### config.mk
export PLATFORM = sky130hd
export DESIGN_NAME = mem_access_unit
export DESIGN_NICKNAME = d
export VERILOG_FILES = /design/src/rtl/mem_access_unit.sv
export SDC_FILE = /design/constraint.sdc
export NUM_CORES = 1
export LEC_CHECK = 0
export BUFFER_PORTS_ARGS = -buffer_cell sky130_fd_sc_hd__buf_2
export CAP_MARGIN = 30
export CORE_MARGIN = 2
export CORE_UTILIZATION = 45
export DETAILED_ROUTE_END_ITERATION = 10
export PLACE_DENSITY = 0.85
export SYNTH_ARGS = -nofsm -noshare
export SYNTH_HDL_FRONTEND = slang
export SYNTH_SLANG_ARGS = --single-unit
### constraint.sdc
create_clock -name clk -period 2.3 [get_ports clk]
set_input_delay 0.115 -clock clk [delete_from_list [all_inputs] [get_ports clk]]
set_output_delay 0.115 -clock clk [all_outputs]
set_load 0.1 [all_outputs]
### src/rtl/mem_access_unit.sv
// mem_access_unit: memory-stage access engine. Runs one load or store per accepted start
// pulse over a word-wide, variable-latency bus. Byte stores use read-modify-write; byte
// loads select a little-endian lane and zero/sign-extend it. All outputs are registered.
//
// Ports:
//   clk, reset                 rising-edge clock, synchronous active-high reset
//   start                      request pulse, sampled only in idle
//   mem_rd, mem_wr             load / store request
//   ltype                      1 = 16-bit word access, 0 = byte access
//   m                          byte-load extension: 0 = zero, 1 = sign
//   addr, wdata                byte address, store data (byte store uses wdata[7:0])
//   busy, done                 transaction in progress, one-cycle completion pulse
//   load_data, err             load result and error flag, held until next accepted start
//   bus_req, bus_we            bus request and write strobe
//   bus_addr, bus_wdata        word address (addr[15:1]) and write data
//   bus_rdata, bus_ack         read data and single-cycle acknowledge
module mem_access_unit #(
    parameter int unsigned TIMEOUT = 15,
    parameter int unsigned CNT_W   = 4
) (
    input  logic        clk,
    input  logic        reset,
    input  logic        start,
    input  logic        mem_rd,
    input  logic        mem_wr,
    input  logic        ltype,
    input  logic        m,
    input  logic [15:0] addr,
    input  logic [15:0] wdata,
    output logic        busy,
    output logic        done,
    output logic [15:0] load_data,
    output logic        err,
    output logic        bus_req,
    output logic        bus_we,
    output logic [14:0] bus_addr,
    output logic [15:0] bus_wdata,
    input  logic [15:0] bus_rdata,
    input  logic        bus_ack
);

    typedef enum logic [2:0] {StIdle, StRd, StMerge, StWr, StDone} state_e;

    // Last cycle of waiting: an ack here still wins, no ack aborts.
    localparam logic [CNT_W-1:0] CntLast = CNT_W'(TIMEOUT - 1);

    state_e           state_q, state_d;
    logic [CNT_W-1:0] cnt_q, cnt_d;
    logic             is_load_q, is_load_d;
    logic             word_q, word_d;
    logic             sign_q, sign_d;
    logic             lane_q, lane_d;
    logic [7:0]       wbyte_q, wbyte_d;
    logic [15:0]      load_data_d, bus_wdata_d;
    logic [14:0]      bus_addr_d;
    logic             err_d, busy_d, done_d, bus_req_d, bus_we_d;

    logic [7:0]       lane_byte;
    logic [15:0]      byte_ext;
    logic [15:0]      merged;

    assign lane_byte = lane_q ? bus_rdata[15:8] : bus_rdata[7:0];
    assign byte_ext  = {{8{sign_q & lane_byte[7]}}, lane_byte};
    assign merged    = lane_q ? {wbyte_q, bus_rdata[7:0]} : {bus_rdata[15:8], wbyte_q};

    always_comb begin
        state_d     = state_q;
        cnt_d       = cnt_q;
        is_load_d   = is_load_q;
        word_d      = word_q;
        sign_d      = sign_q;
        lane_d      = lane_q;
        wbyte_d     = wbyte_q;
        load_data_d = load_data;
        bus_wdata_d = bus_wdata;
        bus_addr_d  = bus_addr;
        err_d       = err;

        unique case (state_q)
            StIdle: begin
                if (start) begin
                    is_load_d  = mem_rd;
                    word_d     = ltype;
                    sign_d     = m;
                    lane_d     = addr[0];
                    wbyte_d    = wdata[7:0];
                    bus_addr_d = addr[15:1];
                    err_d      = 1'b0;
                    cnt_d      = '0;
                    if (mem_rd && mem_wr) begin
                        state_d = StDone;
                        err_d   = 1'b1;
                    end else if (!mem_rd && !mem_wr) begin
                        state_d = StDone;
                    end else if (ltype && addr[0]) begin
                        state_d = StDone;
                        err_d   = 1'b1;
                    end else if (mem_rd || !ltype) begin
                        // Loads and byte stores both start with a read.
                        state_d = StRd;
                    end else begin
                        state_d     = StWr;
                        bus_wdata_d = wdata;
                    end
                end
            end
            StRd: begin
                if (bus_ack) begin
                    if (is_load_q) begin
                        load_data_d = word_q ? bus_rdata : byte_ext;
                        state_d     = StDone;
                    end else begin
                        bus_wdata_d = merged;
                        state_d     = StMerge;
                    end
                end else if (cnt_q == CntLast) begin
                    state_d = StDone;
                    err_d   = 1'b1;
                    if (is_load_q) begin
                        load_data_d = '0;
                    end
                end else begin
                    cnt_d = cnt_q + 1'b1;
                end
            end
            StMerge: begin
                state_d = StWr;
                cnt_d   = '0;
            end
            StWr: begin
                if (bus_ack) begin
                    state_d = StDone;
                end else if (cnt_q == CntLast) begin
                    state_d = StDone;
                    err_d   = 1'b1;
                end else begin
                    cnt_d = cnt_q + 1'b1;
                end
            end
            StDone: begin
                state_d = StIdle;
            end
            default: begin
                state_d = StIdle;
            end
        endcase

        // Status/bus outputs are a registered decode of the next state.
        busy_d    = (state_d == StRd) || (state_d == StMerge) || (state_d == StWr);
        done_d    = (state_d == StDone);
        bus_req_d = (state_d == StRd) || (state_d == StWr);
        bus_we_d  = (state_d == StWr);
    end

    always_ff @(posedge clk) begin
        if (reset) begin
            state_q   <= StIdle;
            cnt_q     <= '0;
            is_load_q <= 1'b0;
            word_q    <= 1'b0;
            sign_q    <= 1'b0;
            lane_q    <= 1'b0;
            wbyte_q   <= '0;
            busy      <= 1'b0;
            done      <= 1'b0;
            err       <= 1'b0;
            bus_req   <= 1'b0;
            bus_we    <= 1'b0;
            load_data <= '0;
            bus_addr  <= '0;
            bus_wdata <= '0;
        end else begin
            state_q   <= state_d;
            cnt_q     <= cnt_d;
            is_load_q <= is_load_d;
            word_q    <= word_d;
            sign_q    <= sign_d;
            lane_q    <= lane_d;
            wbyte_q   <= wbyte_d;
            busy      <= busy_d;
            done      <= done_d;
            err       <= err_d;
            bus_req   <= bus_req_d;
            bus_we    <= bus_we_d;
            load_data <= load_data_d;
            bus_addr  <= bus_addr_d;
            bus_wdata <= bus_wdata_d;
        end
    end

endmodule

==> flow_summary.ini <==
[drt]
wl_per_cell_um = 14.8
drt_iter0_markers = 169
firstDrtPassIters = 4
wirelength_um = 8340
vias = 3016
postRouteAntennaNets = 0
viasPerCell = 5.37
drcViolationCount = 0

[sta]
rsz0062_at_grt = false
fin_skew_ps = 7.33
fin_tns_setup_ps = 0
slew_headroom = 0.527
hold_violations = 0
fin_crit_sh = 0.774
max_freq_ghz = 0.562
drv_slew = 0
worstMarginPinSlew_ps = 710
period_needed_ps = 1780
setup_violations = 0

[logic_synthesis]
ys.warnings.count = 0
netlist_top_cells_area = dfxtp_1 (46%), nand2_1 (11%), a21oi_1 (8.1%)
synth_area_per_cell_um2 = 8.44
synth_nets = 425
synth_top_cell_by_area = dfxtp_1
synth-seq-cells = 71
synth_flop_cell = dfxtp_1
synth_seq_area_share = 0.459
synth_cell_types = 41
synthCells = 367
yosysTopAreaCellShare = 0.459
synth_edf_count = 0
syn-cell-area_mm2 = 0.00310
async_flop_share = 0

[job]
cap_violations = 0

[grt]
track_usage = 0.229
antenna_found_initial = 0
grt-ovfl-total = 0
grt_pass1_vias = 2850
grt_max_degree = 41
grt_pass1_wl_um = 13500

[final_layout]
nNetsFinal = 535
final_core_utilization = 0.600
seqCellArea_mm2 = 0.00142
fill_cells = 573
drive_gt1_frac = 0.305
multi_input_area_mm2 = 0.00158
area_growth_pct = 30.1
antennaDiodeCount = 0

[critical_path]
critPathKind = register to register
worst-endpoint-arrival_ps = 2040
critical_path_required_ps = 2560
crit_path_end_kind = register
cp_max_fo = 16
startpoint_type = register

[die]
start_util = 0.461
die_w_um = 87.0
die_area_mm2 = 0.00756
io_pins = 108
core_mm2 = 0.00672
die_y_um = 87.0
num_rows = 30

[status]
outcome = complete, no violations

[hold_path]
hp-class = input pin to register

[placed_design]
place_congestion = 0.898
portBuffers = 107
dp_hpwl_um = 5900

[pwr]
ir_drop_v = 0.000402
p_leak_nw = 1.68
cellPowerDensity_mw_per_mm2 = 826

[cts]
cts_hold_buf = 6
htree_num_levels = 3
clk_latency_ps = 340
cts_tree = yes
cts_root_buf = clkbuf_8
numCtsBuffers = 9
cts_resized = 0
cts_setup_buffers = 0
cts.clk_slew.worst_paths_ps = 70
clockBufferDepth = 2
tritoncts_num_sinks = 71
state kept, by name (all words and copies together) (netlist names), 3 cells and up:
name	cells
bus_addr	15
state_q	3
bus_wdata	16
load_data	16
cnt_q	4
wbyte_q	8
stage by stage:
stage / area, um2 / instances / setup WS, ps / hold slack (ps) / total power, W
final: 4030 / 562 / 519 / 13.9 / 0.00333
after global routing: 4030 / 562 / 350 / 3.54 / 0.00346
after CTS: 4030 / 562 / 511 / 1.49 / 0.00335
after detailed placement: 3720 / 540 / 520 / 362 / 0.00215
after global placement: 3720 / 540 / 555 / 354 / 0.00213
after floorplan: 3100 / 367 / 695 / 251 / 0.00196
Yosys cell counts (5+ instances only):
cell type / count
nand2_1: 92
dfxtp_1: 71
a21oi_1: 50
nor2_1: 20
mux2i_1: 18
o211ai_1: 17
clkbuf_1: 16
a22oi_1: 9
nand2b_1: 9
a32oi_1: 8
mux2_2: 8
buf_2: 7
nor2b_1: 5
area by class of cell:
| class | count | share of cell area |
|---|---|---|
| clock inverter | 5 | 0.0261 |
| clock buffer | 11 | 0.0351 |
| multi-input combinational | 269 | 0.391 |
| sequential | 71 | 0.353 |
| tap | 80 | 0.0248 |
| timing repair buffer | 124 | 0.168 |
| inverter | 2 | 0.00186 |
power breakdown:
group,internal (W),total [W],switching (W)
registers,0.00130,0.00135,0.0000512
logic,0.000203,0.000784,0.000580
clock network,0.000750,0.00120,0.000449
path summary, 6_finish.rpt:
path,end,cells after the start,slack (ps),start
worst max-delay path,bus_wdata[7],4,520,state_q[1]
worst max register to register,bus_wdata[7],4,520,state_q[1]
worst min-delay path,bus_addr[11],3,10,addr[12]
worst min register to register,bus_wdata[5],2,450,bus_wdata[5]
kinds of logic (layout without fill, tap and decap cells):
family,count (synthesis),after routing,synth area share
compound gates,95,95,0.192
xor+xnor,1,1,0.00283
fa+ha+maj,2,2,0.00808
buf+inv,27,142,0.0368
flops,71,71,0.459
mux,26,26,0.0873
simple gates,145,145,0.214
cells in the final DEF (no fill, tap or decap), types with 2 or more instances in the layout:
| master | n |
|---|---|
| o21ai_0 | 2 |
| dlygate4sd3_1 | 6 |
| mux2i_1 | 18 |
| nand3b_1 | 2 |
| clkbuf_8 | 10 |
| nand3_1 | 2 |
| bufinv_16 | 3 |
| a22oi_1 | 9 |
| buf_4 | 11 |
| nand2_1 | 92 |
| clkinvlp_4 | 2 |
| nor3b_1 | 2 |
| dfxtp_1 | 71 |
| mux2_2 | 8 |
| a21oi_1 | 50 |
| buf_2 | 107 |
| inv_1 | 2 |
| nor3_1 | 2 |
| nor2_1 | 20 |
| a31oi_1 | 2 |
| o211ai_1 | 17 |
| nor2b_1 | 5 |
| a32oi_1 | 8 |
| ha_1 | 2 |
| nand2b_1 | 9 |
critical path, cell delays in order, from the launching register on:
cell and delay [ps]:
dfxtp_1 430, nor3b_1 480, a22o_2 450, o211ai_1 140, a21oi_1 180
metal layers:
metal	share of wire	vias to the layer above	GRT usage
li1	-	1505	-
met1	0.43	1387	0.273
met2	0.49	107	0.389
met3	0.060	17	0.0550
met4	0.025	0	0.104
met5	0	-	0
(Power assumes the default switching activity.)
